===== src/rtl/cr16_regfile_pkg.sv =====
// Shared types for the CR16 register-file write path.
// The register width and address width live here. Every block that carries
// a register address or a register value picks these types up from this package.
package cr16_regfile_pkg;

  localparam int WIDTH         = 16;
  localparam int REGISTER_BITS = 4;
  localparam int NUM_REGS      = 1 << REGISTER_BITS;

  typedef logic [REGISTER_BITS-1:0] reg_addr_t;
  typedef logic [WIDTH-1:0]         reg_data_t;
  typedef logic [NUM_REGS-1:0]      reg_mask_t;

  // Register 0 is hard-wired. Writes to it are dropped, and it is never busy.
  localparam reg_addr_t ZERO_REG = '0;

  // One pending register-file write.
  typedef struct packed {
    reg_addr_t addr;
    reg_data_t data;
  } wb_entry_t;

endpackage


===== src/rtl/regfile_write_arbiter_if.sv =====
// Bus bundle between the execution units and the register-file write arbiter.
// master: the producer side (ALU, load unit, issue logic).
// slave:  the arbiter.
// Optional macro: REGFILE_WRITE_BYPASS_EN adds the two forwarding read ports.
interface regfile_write_arbiter_if;
  import cr16_regfile_pkg::*;

  logic      alu_valid;
  reg_addr_t alu_addr;
  reg_data_t alu_data;
  logic      alu_stall;

  logic      mem_valid;
  logic      mem_ready;
  reg_addr_t mem_addr;
  reg_data_t mem_data;

  logic      load_issue;
  reg_addr_t load_dest;
  reg_mask_t busy_mask;
  logic      issue_conflict;

  logic      wr_en;
  reg_addr_t wr_addr;
  reg_data_t wr_data;

`ifdef REGFILE_WRITE_BYPASS_EN
  reg_addr_t byp_addr1, byp_addr2;
  logic      byp_hit1, byp_hit2;
  reg_data_t byp_data1, byp_data2;
`endif

  modport master (
    output alu_valid, alu_addr, alu_data, mem_valid, mem_addr, mem_data,
           load_issue, load_dest,
`ifdef REGFILE_WRITE_BYPASS_EN
    output byp_addr1, byp_addr2,
    input  byp_hit1, byp_hit2, byp_data1, byp_data2,
`endif
    input  alu_stall, mem_ready, busy_mask, issue_conflict,
           wr_en, wr_addr, wr_data
  );

  modport slave (
    input  alu_valid, alu_addr, alu_data, mem_valid, mem_addr, mem_data,
           load_issue, load_dest,
`ifdef REGFILE_WRITE_BYPASS_EN
    input  byp_addr1, byp_addr2,
    output byp_hit1, byp_hit2, byp_data1, byp_data2,
`endif
    output alu_stall, mem_ready, busy_mask, issue_conflict,
           wr_en, wr_addr, wr_data
  );

endinterface


===== src/rtl/regfile_wb_fifo.sv =====
// Synchronous FIFO of pending load-return writes.
// A push into a full FIFO is dropped, and a pop from an empty FIFO is ignored.
// A full FIFO refuses a push even when a pop happens in the same cycle.
module regfile_wb_fifo
  import cr16_regfile_pkg::*;
#(
  parameter int DEPTH = 4
) (
  input  logic      clock,
  input  logic      reset,
  input  logic      push_i,
  input  wb_entry_t push_data_i,
  input  logic      pop_i,
  output wb_entry_t head_o,
  output logic      full_o,
  output logic      empty_o
);

  localparam int PW = (DEPTH > 1) ? $clog2(DEPTH) : 1;
  localparam int CW = $clog2(DEPTH + 1);

  wb_entry_t       mem_q [DEPTH];
  logic [PW-1:0]   wr_ptr_q, rd_ptr_q;
  logic [CW-1:0]   count_q, count_d;
  logic            do_push, do_pop;

  assign full_o  = (count_q == CW'(DEPTH));
  assign empty_o = (count_q == '0);
  assign do_push = push_i && !full_o;
  assign do_pop  = pop_i && !empty_o;
  assign head_o  = mem_q[rd_ptr_q];

  // Occupancy next-state.
  always_comb begin
    // NOTE: assign a default before any branch so the combinational block can never infer a latch.
    count_d = count_q;
    if (do_push && !do_pop)      count_d = count_q + 1'b1;
    else if (do_pop && !do_push) count_d = count_q - 1'b1;
  end

  // Entry storage.
  always_ff @(posedge clock) begin
    // NOTE: the storage array has no reset. The count and pointers decide which entries are valid, so old contents are harmless.
    if (do_push) mem_q[wr_ptr_q] <= push_data_i;
  end

  // Pointers and count. The pointers wrap naturally because DEPTH is a power of two.
  always_ff @(posedge clock) begin
    // NOTE: sequential state uses non-blocking assignments, so every register samples its pre-edge value.
    if (reset) begin
      wr_ptr_q <= '0;
      rd_ptr_q <= '0;
      count_q  <= '0;
    end else begin
      if (do_push) wr_ptr_q <= wr_ptr_q + 1'b1;
      if (do_pop)  rd_ptr_q <= rd_ptr_q + 1'b1;
      count_q <= count_d;
    end
  end

endmodule


===== src/rtl/regfile_write_arbiter.sv =====
// CR16 register-file write arbiter.
// It merges single-cycle ALU results with buffered load returns into one
// registered write port. If loads wait too long behind the ALU, it forces a drain.
// It also keeps a busy scoreboard of registers that are waiting for a load.
// Data and address widths come from cr16_regfile_pkg.
// Optional macro: REGFILE_WRITE_BYPASS_EN adds combinational forwarding of the current write.
module regfile_write_arbiter
  import cr16_regfile_pkg::*;
#(
  parameter int FIFO_DEPTH   = 4,
  parameter int STARVE_LIMIT = 4
) (
  input logic                    clock,
  input logic                    reset,
  regfile_write_arbiter_if.slave bus
);

  localparam int SW = $clog2(STARVE_LIMIT + 1);
  localparam logic [SW-1:0] STARVE_MAX = SW'(STARVE_LIMIT);

  wb_entry_t     push_entry, fifo_head;
  logic          fifo_full, fifo_empty;
  logic          push, pop, alu_win, issue_set;

  logic          alu_stall_q, alu_stall_d;
  logic [SW-1:0] starve_q, starve_d;
  reg_mask_t     busy_q, busy_d;
  logic          conflict_q, conflict_d;
  logic          wr_en_q, wr_en_d;
  reg_addr_t     wr_addr_q, wr_addr_d;
  reg_data_t     wr_data_q, wr_data_d;

  // While the ALU is stalled its request is ignored, which lets the FIFO head drain.
  assign alu_win   = bus.alu_valid && !alu_stall_q;
  assign pop       = !alu_win && !fifo_empty;
  assign push      = bus.mem_valid && !fifo_full;
  assign issue_set = bus.load_issue && (bus.load_dest != ZERO_REG);
  assign push_entry.addr = bus.mem_addr;
  assign push_entry.data = bus.mem_data;

  regfile_wb_fifo #(.DEPTH(FIFO_DEPTH)) u_fifo (
    .clock       (clock),
    .reset       (reset),
    .push_i      (push),
    .push_data_i (push_entry),
    .pop_i       (pop),
    .head_o      (fifo_head),
    .full_o      (fifo_full),
    .empty_o     (fifo_empty)
  );

  // Next-state logic for the write selection, the starvation guard and the scoreboard.
  always_comb begin
    wr_en_d   = 1'b0;
    wr_addr_d = wr_addr_q;
    wr_data_d = wr_data_q;
    if (alu_win) begin
      wr_en_d   = (bus.alu_addr != ZERO_REG);
      wr_addr_d = bus.alu_addr;
      wr_data_d = bus.alu_data;
    end else if (pop) begin
      wr_en_d   = (fifo_head.addr != ZERO_REG);
      wr_addr_d = fifo_head.addr;
      wr_data_d = fifo_head.data;
    end

    // The counter counts only the cycles in which a waiting load loses to the ALU.
    if (fifo_empty || pop) starve_d = '0;
    else if (alu_win)      starve_d = starve_q + 1'b1;
    else                   starve_d = starve_q;
    alu_stall_d = (starve_d == STARVE_MAX);

    // If a bit is set and cleared in the same cycle, the set wins, so it is applied last.
    busy_d = busy_q;
    if (pop)       busy_d[fifo_head.addr] = 1'b0;
    if (issue_set) busy_d[bus.load_dest]  = 1'b1;
    conflict_d = issue_set && busy_q[bus.load_dest];
  end

  // Registered outputs and arbitration state.
  always_ff @(posedge clock) begin
    if (reset) begin
      wr_en_q     <= 1'b0;
      wr_addr_q   <= '0;
      wr_data_q   <= '0;
      alu_stall_q <= 1'b0;
      starve_q    <= '0;
      busy_q      <= '0;
      conflict_q  <= 1'b0;
    end else begin
      wr_en_q     <= wr_en_d;
      wr_addr_q   <= wr_addr_d;
      wr_data_q   <= wr_data_d;
      alu_stall_q <= alu_stall_d;
      starve_q    <= starve_d;
      busy_q      <= busy_d;
      conflict_q  <= conflict_d;
    end
  end

  assign bus.alu_stall      = alu_stall_q;
  assign bus.mem_ready      = !fifo_full;
  assign bus.busy_mask      = busy_q;
  assign bus.issue_conflict = conflict_q;
  assign bus.wr_en          = wr_en_q;
  assign bus.wr_addr        = wr_addr_q;
  assign bus.wr_data        = wr_data_q;

`ifdef REGFILE_WRITE_BYPASS_EN
  // Forward the write that is on the port this cycle to the two readers.
  assign bus.byp_hit1  = wr_en_q && (wr_addr_q == bus.byp_addr1) && (bus.byp_addr1 != ZERO_REG);
  assign bus.byp_hit2  = wr_en_q && (wr_addr_q == bus.byp_addr2) && (bus.byp_addr2 != ZERO_REG);
  assign bus.byp_data1 = wr_data_q;
  assign bus.byp_data2 = wr_data_q;
`endif

endmodule


===== src/flat_wrapper.sv =====
// flat-port wrapper written by rule: the top's interface ports become plain ports
module regfile_write_arbiter_flat import cr16_regfile_pkg::*;
#(
  parameter int FIFO_DEPTH   = 4,
  parameter int STARVE_LIMIT = 4
)
  (clock, reset, bus_alu_valid, bus_alu_addr, bus_alu_data, bus_mem_valid, bus_mem_addr, bus_mem_data, bus_load_issue, bus_load_dest, bus_alu_stall, bus_mem_ready, bus_busy_mask, bus_issue_conflict, bus_wr_en, bus_wr_addr, bus_wr_data);
  regfile_write_arbiter_if bus_i ();
  input logic clock;
  input logic reset;
  input wire logic [$bits(bus_i.alu_valid)-1:0] bus_alu_valid;
  input wire logic [$bits(bus_i.alu_addr)-1:0] bus_alu_addr;
  input wire logic [$bits(bus_i.alu_data)-1:0] bus_alu_data;
  input wire logic [$bits(bus_i.mem_valid)-1:0] bus_mem_valid;
  input wire logic [$bits(bus_i.mem_addr)-1:0] bus_mem_addr;
  input wire logic [$bits(bus_i.mem_data)-1:0] bus_mem_data;
  input wire logic [$bits(bus_i.load_issue)-1:0] bus_load_issue;
  input wire logic [$bits(bus_i.load_dest)-1:0] bus_load_dest;
  output wire logic [$bits(bus_i.alu_stall)-1:0] bus_alu_stall;
  output wire logic [$bits(bus_i.mem_ready)-1:0] bus_mem_ready;
  output wire logic [$bits(bus_i.busy_mask)-1:0] bus_busy_mask;
  output wire logic [$bits(bus_i.issue_conflict)-1:0] bus_issue_conflict;
  output wire logic [$bits(bus_i.wr_en)-1:0] bus_wr_en;
  output wire logic [$bits(bus_i.wr_addr)-1:0] bus_wr_addr;
  output wire logic [$bits(bus_i.wr_data)-1:0] bus_wr_data;
  assign bus_i.alu_valid = bus_alu_valid;
  assign bus_i.alu_addr = bus_alu_addr;
  assign bus_i.alu_data = bus_alu_data;
  assign bus_i.mem_valid = bus_mem_valid;
  assign bus_i.mem_addr = bus_mem_addr;
  assign bus_i.mem_data = bus_mem_data;
  assign bus_i.load_issue = bus_load_issue;
  assign bus_i.load_dest = bus_load_dest;
  assign bus_alu_stall = bus_i.alu_stall;
  assign bus_mem_ready = bus_i.mem_ready;
  assign bus_busy_mask = bus_i.busy_mask;
  assign bus_issue_conflict = bus_i.issue_conflict;
  assign bus_wr_en = bus_i.wr_en;
  assign bus_wr_addr = bus_i.wr_addr;
  assign bus_wr_data = bus_i.wr_data;
  regfile_write_arbiter #(.FIFO_DEPTH(FIFO_DEPTH), .STARVE_LIMIT(STARVE_LIMIT)) u_core (.clock(clock), .reset(reset), .bus(bus_i));
endmodule

===== config.mk =====
export PLATFORM = sky130hd
export DESIGN_NAME = regfile_write_arbiter_flat
export DESIGN_NICKNAME = d
export VERILOG_FILES = /design/src/rtl/cr16_regfile_pkg.sv /design/src/rtl/regfile_write_arbiter_if.sv /design/src/rtl/regfile_wb_fifo.sv /design/src/rtl/regfile_write_arbiter.sv /design/src/flat_wrapper.sv
export SDC_FILE = /design/constraint.sdc
export NUM_CORES = 1
export LEC_CHECK = 0
export BUFFER_PORTS_ARGS = -buffer_cell sky130_fd_sc_hd__buf_2
export CORE_MARGIN = 4
export CORE_UTILIZATION = 40
export CTS_CLUSTER_DIAMETER = 100
export DETAILED_ROUTE_END_ITERATION = 16
export GPL_TIMING_DRIVEN = 0
export PLACE_DENSITY_LB_ADDON = 0.1
export SYNTH_ARGS = -nofsm -noshare
export SYNTH_HDL_FRONTEND = slang
export SYNTH_SLANG_ARGS = --single-unit

===== constraint.sdc =====
create_clock -name clock -period 5.1 [get_ports clock]
set_input_delay 0.255 -clock clock [delete_from_list [all_inputs] [get_ports clock]]
set_output_delay 0.255 -clock clock [all_outputs]
set_load 0.02 [all_outputs]

**Word level (Yosys, flattened, before mapping)**

Memory sizes are Yosys's and may differ from the RTL's. A register that Yosys moved wholly into a read port is not among the register bits.
Cells that the tools add are included.
Widths: inputs -> output; s select.

- Register bits after elaboration: 49
- Bits in writable memories: 80
- Output and inout bits: 40
- Logic and storage cells: 71
- Memories kept: 1

Memory list:

| name | words | bits a word | rd ports | clocked after memory_dff | write ports | RTL line | RTL |
|---|---|---|---|---|---|---|---|
| u_core.u_fifo.mem_q | 4 | 20 | 1 | 1 | 1 | regfile_wb_fifo.sv:22 | `wb_entry_t mem_q [DEPTH];` |

- Add/subtract/negate cells: 5
- Magnitude comparators: 4
- Equality and inequality tests: 2
- Muxes and demuxes: 22
- Bitwise gates (word level): 3
- Reductions and logical operators: 24

Operator list:

| cell | number |
|---|---|
| $mux 16 | 4 |
| $and 16x16->16 | 1 |
| $not 16->16 | 1 |
| $or 16x16->16 | 1 |
| $mux 3 | 4 |
| $reduce_bool 4->1 | 3 |
| $logic_and 1x1->1 | 11 |
| $lt 4x5->1 const B | 2 |
| $demux 1 s4 | 2 |
| $ge 4x1->1 const B | 2 |
| $mux 4 | 2 |
| $mux 1 | 7 |
| $add 3x1->3 const B | 2 |
| $eq 3x3->1 const B | 2 |
| $logic_not 1->1 | 6 |
| $add 2x1->2 const B | 2 |
| $bmux 1 s4 | 1 |
| $mux 2 | 2 |
| $reduce_bool 2->1 | 2 |
| $logic_not 3->1 | 1 |
| $sub 3x1->3 const B | 1 |
| $logic_or 1x1->1 | 1 |

**Logic depth before layout (Yosys ltp)**

- Word-level depth: 9
- Mapped depth: 10
- Mapped depth without buffers: 8

**Modules after synthesis**

A second synthesis with hierarchy kept.

- Cells, all modules: 361
- Area total of the unflattened synthesis: 5356.4 µm²

By module, submodules not included:

| module | instances | cells an instance | area an instance (µm²) | sequential area each (µm²) |
|---|---|---|---|---|
| regfile_wb_fifo | 1 | 152 | 3355.7 | 2582.5 |
| regfile_write_arbiter | 1 | 209 | 2000.7 | 840.8 |

**Least setup slack after synthesis**

OpenSTA, ideal clock, no wires.

- Path type: reg-to-reg
- Start point: register u_core.u_fifo.count_q[0]
- End point: register u_core.u_fifo.count_q[2]
- Library setup time: 0.070 ns
- Data arrival time: 2.261 ns
- Path slack: 2.768 ns
- Cell stages (with the launch flop): 11
- Buffers on the path: 2
- Clock period less this slack: 2.332 ns
- Path through: dfxtp_1 -> or3_1 -> clkbuf_1 -> clkbuf_1 -> nand2_1 -> ha_1 -> inv_1 -> fa_1 -> xor2_1 -> or3_1 -> a21oi_1

- Longest elaborated chain between the ends: 7

RTL lines:

| what | RTL line | RTL |
|---|---|---|
| start, declared | regfile_wb_fifo.sv:24 | `logic [CW-1:0] count_q, count_d;` |
| start signal, assigned | regfile_wb_fifo.sv:57 | `count_q <= count_d;` |
| branches (longest 7 deep; another with $sub 3x1->3) | -- |  |

Several ways; the timed one is not identified. The select of a mux whose other input is x is not followed.
A chain may end at the register's enable or synchronous reset.

**Final worst setup path**

Ends and elaborated chain as after synthesis.

==> results.py <==
metrics = {
    "synth": {
        "netlist_instances": 388,
        "synth_cell_types": 38,
        "synthFlopType": "edfxtp_1",
        "synthArstFlopShare": 0,
        "avgSynthCellArea_um2": 13.8,
        "synth.cell_area_um2": 5340,
        "synth_edf_count": 80,
        "netlist_top_cells_area": "edfxtp_1 (45%), dfxtp_1 (19%), mux4_2 (11%)",
        "synth_top_area_share": 0.450,
        "yosysSeqAreaShare": 0.641,
        "ys_ff_latch": 131,
        "syn_nets": 444,
        "yosys_warnings": 0,
        "post-synth-top-area-cell": "edfxtp_1",
    },
    "global_routing": {
        "grt_pass1_vias": 3664,
        "grt_pass1_wl_um": 20000,
        "antenna_found_initial": 1,
        "grt_start_max_net_pins": 21,
        "grtUsageTotal": 0.177,
        "overflow": 0,
    },
    "layout": {
        "drive_above_1_share": 0.283,
        "finalNetCount": 549,
        "multi_input_area_um2": 1760,
        "seq_area_um2": 3420,
        "antenna_cells": 0,
        "fin_area_um2": 6540,
        "nFillCells": 1158,
        "syn_to_final_growth_pct": 22.3,
    },
    "power_and_ir_drop": {
        "total_power_uw": 3150,
        "power_leakage_uw": 0.00239,
        "vdd_drop_max_mv": 0.259,
        "p_per_area_nw_per_um2": 482,
    },
    "timing": {
        "rsz0062_at_grt": "false",
        "skew_ps": 9.01,
        "worst_pin_slew_ps": 1150,
        "holdWs_ps": 57.5,
        "hold_violations": 0,
        "finalSetupViolCount": 0,
        "fmax_mhz": 370,
        "max_slew_margin": 0.230,
        "period_needed_ps": 2710,
        "period_share": 0.530,
        "final_max_slew_viol_count": 0,
        "fin_setup_tns_ps": 0,
    },
    "cts": {
        "insertion_delay_ps": 410,
        "cts_tree": "yes",
        "cts-root-buf": "clkbuf_16",
        "cts_buffer_depth": 2,
        "cts.clk_slew.worst_paths_ps": 50,
        "cts_buffers": 17,
        "h-tree-depth": 4,
        "cts_resized": 0,
        "ctsHoldBuffers": 0,
        "clkSinkCount": 131,
        "postCtsSetupBuffers": 0,
    },
    "place": {
        "dpl-instance-area_um2": 5990,
        "routabilityCongestion": 0.837,
        "port_buffers": 86,
        "place_hpwl_um": 8620,
    },
    "setup_path": {
        "endpoint": "u_core.u_fifo.count_q[2]",
        "r2r_end": "u_core.u_fifo.count_q[2]",
        "crit_path_end_kind": "flip-flop",
        "r2r_slack_ps": 2390,
        "start_kind": "flip-flop",
        "r2r_start": "u_core.u_fifo.count_q[0]",
        "crit_arrival_ps": 3040,
        "worst_ep_required_time_ps": 5440,
        "reg2reg_depth": 10,
        "path_max_fanout": 10,
        "worstSetupStartpoint": "u_core.u_fifo.count_q[0]",
        "crit_type": "flip-flop to flip-flop",
    },
    "routing": {
        "drt_iter0_drc": 193,
        "drc_errors": 0,
        "vias_per_cell": 5.32,
        "drt-total-wl_um": 12700,
        "ant_nets": 0,
        "first_pass_iters": 4,
        "vias": 3606,
        "routedWlPerCell_um": 18.7,
    },
    "die": {
        "die_h_um": 124,
        "die_x_um": 124,
        "rows": 41,
        "die-area_um2": 15300,
        "initial_core_util": 0.417,
        "design.core.area_um2": 12800,
        "ios": 89,
    },
    "hold_path": {
        "hold_path_class": "input port to flip-flop",
    },
    "run": {
        "cap_violations": 0,
    },
    "status": {
        "status": "finished clean",
    },
}
==> cells in the final DEF (no fill, tap or decap), types with 2 or more instances in the layout <==
cell type / Yosys / layout
xor2_1: 2 / 2
a21oi_1: 18 / 18
nor3b_1: 2 / 2
buf_4: 2 / 2
nand2b_1: 3 / 3
dfxtp_1: 51 / 51
clkbuf_1: 19 / 25
edfxtp_1: 80 / 80
a211oi_1: 4 / 4
a31oi_1: 4 / 4
nor2_1: 26 / 26
a311oi_1: 32 / 32
and3_1: 5 / 5
buf_2: 3 / 89
inv_1: 7 / 7
mux4_2: 25 / 25
nand3_1: 3 / 3
clkinv_1: 0 / 4
clkinv_2: 0 / 2
or3_1: 2 / 2
buf_1: 5 / 5
clkbuf_16: 0 / 17
nor2b_1: 5 / 5
and3b_1: 3 / 3
nor4_1: 3 / 3
o311a_1: 4 / 4
nand2_1: 55 / 55
mux2i_1: 2 / 2
nor4b_2: 2 / 2
ha_1: 6 / 6
bufinv_16: 0 / 2
o21ai_0: 4 / 4
or4_1: 2 / 2
==> state kept, by name (all words and copies together) (netlist names), named ones only <==
| register | flops |
|---|---|
| u_core.bus.alu_stall | 1 |
| u_core.bus.busy_mask | 16 |
| u_core.bus.issue_conflict | 1 |
| u_core.bus.wr_addr | 4 |
| u_core.bus.wr_data | 16 |
| u_core.bus.wr_en | 1 |
| u_core.starve_q | 3 |
| u_core.u_fifo.count_q | 3 |
| u_core.u_fifo.mem_q | 80 |
| u_core.u_fifo.rd_ptr_q | 2 |
| u_core.u_fifo.wr_ptr_q | 2 |
==> report_power, final <==
group	switching, uW	internal (uW)
logic	443	273
registers	52.3	1250
clock network	408	723
==> per-layer routing <==
metal | up-vias | GRT usage | part of all wire | wire length (um)
met5 | - | 0 | 0.0010 | 13
met4 | 2 | 0.0630 | 0.013 | 159
met3 | 13 | 0.0404 | 0.050 | 634
met2 | 91 | 0.289 | 0.49 | 6270
met1 | 1797 | 0.232 | 0.44 | 5610
li1 | 1703 | - | - | -
==> cells in the mapped netlist (3+ instances only) <==
master and number:
edfxtp_1 80, nand2_1 55, dfxtp_1 51, a311oi_1 32, nor2_1 26, mux4_2 25, clkbuf_1 19, a21oi_1 18
inv_1 7, ha_1 6, and3_1 5, buf_1 5, nor2b_1 5, a211oi_1 4, a31oi_1 4, o21ai_0 4
o311a_1 4, and3b_1 3, buf_2 3, nand2b_1 3, nand3_1 3, nor4_1 3
==> cells by family (layout without fill, tap and decap cells) <==
logic type,count (synthesis),in the layout,share of synthesized area
AOI/OAI and AO/OA,67,67,0.0923
xor gates and xnor gates,3,3,0.00492
adders and majority gates,7,7,0.0178
buffers and inverters,37,155,0.0295
DFF,131,131,0.641
muxes,27,27,0.109
and+or+nand+nor,116,116,0.106
==> worst max-delay path, stage by stage, from the launching register on <==
cell      delay, ps
dfxtp_1         360
or3_1           380
clkbuf_1        190
clkbuf_1        320
nand2_1         150
ha_1            200
inv_1            70
fa_1            370
xor2_1          160
or3_1           300
a21oi_1         140
==> cell type report <==
cell class	instances	area share
sequential	131	0.524
multi-input combinational	220	0.270
buffer	30	0.0201
timing repair buffer	86	0.0658
clock buffer	24	0.0706
inverter	7	0.00402
clock inverter	8	0.0130
tap	172	0.0329
==> worst min-delay path by stage <==
| stage | start | end | slack [ps] | cells after the start |
|---|---|---|---|---|
| CTS | bus_mem_data[13] | u_core.u_fifo.mem_q[0][13] | 40 | 1 |
| floorplan | reset | u_core.starve_q[2] | 340 | 1 |
| detailed placement | u_core.starve_q[0] | u_core.starve_q[0] | 450 | 1 |
| finish | bus_mem_data[13] | u_core.u_fifo.mem_q[0][13] | 60 | 1 |
| global route | bus_mem_data[13] | u_core.u_fifo.mem_q[3][13] | 50 | 1 |
| global placement | u_core.starve_q[0] | u_core.starve_q[0] | 440 | 1 |
==> metrics by stage <==
stage                util  worst slack [ps]  instances
floorplan               -              2770        388
global placement    0.467              2480        646
detailed placement  0.467              2400        646
CTS                 0.510              2390        678
global route        0.510              2200        678
finish              0.510              2390        678
Note: power is estimated with default switching activity, not from simulation.
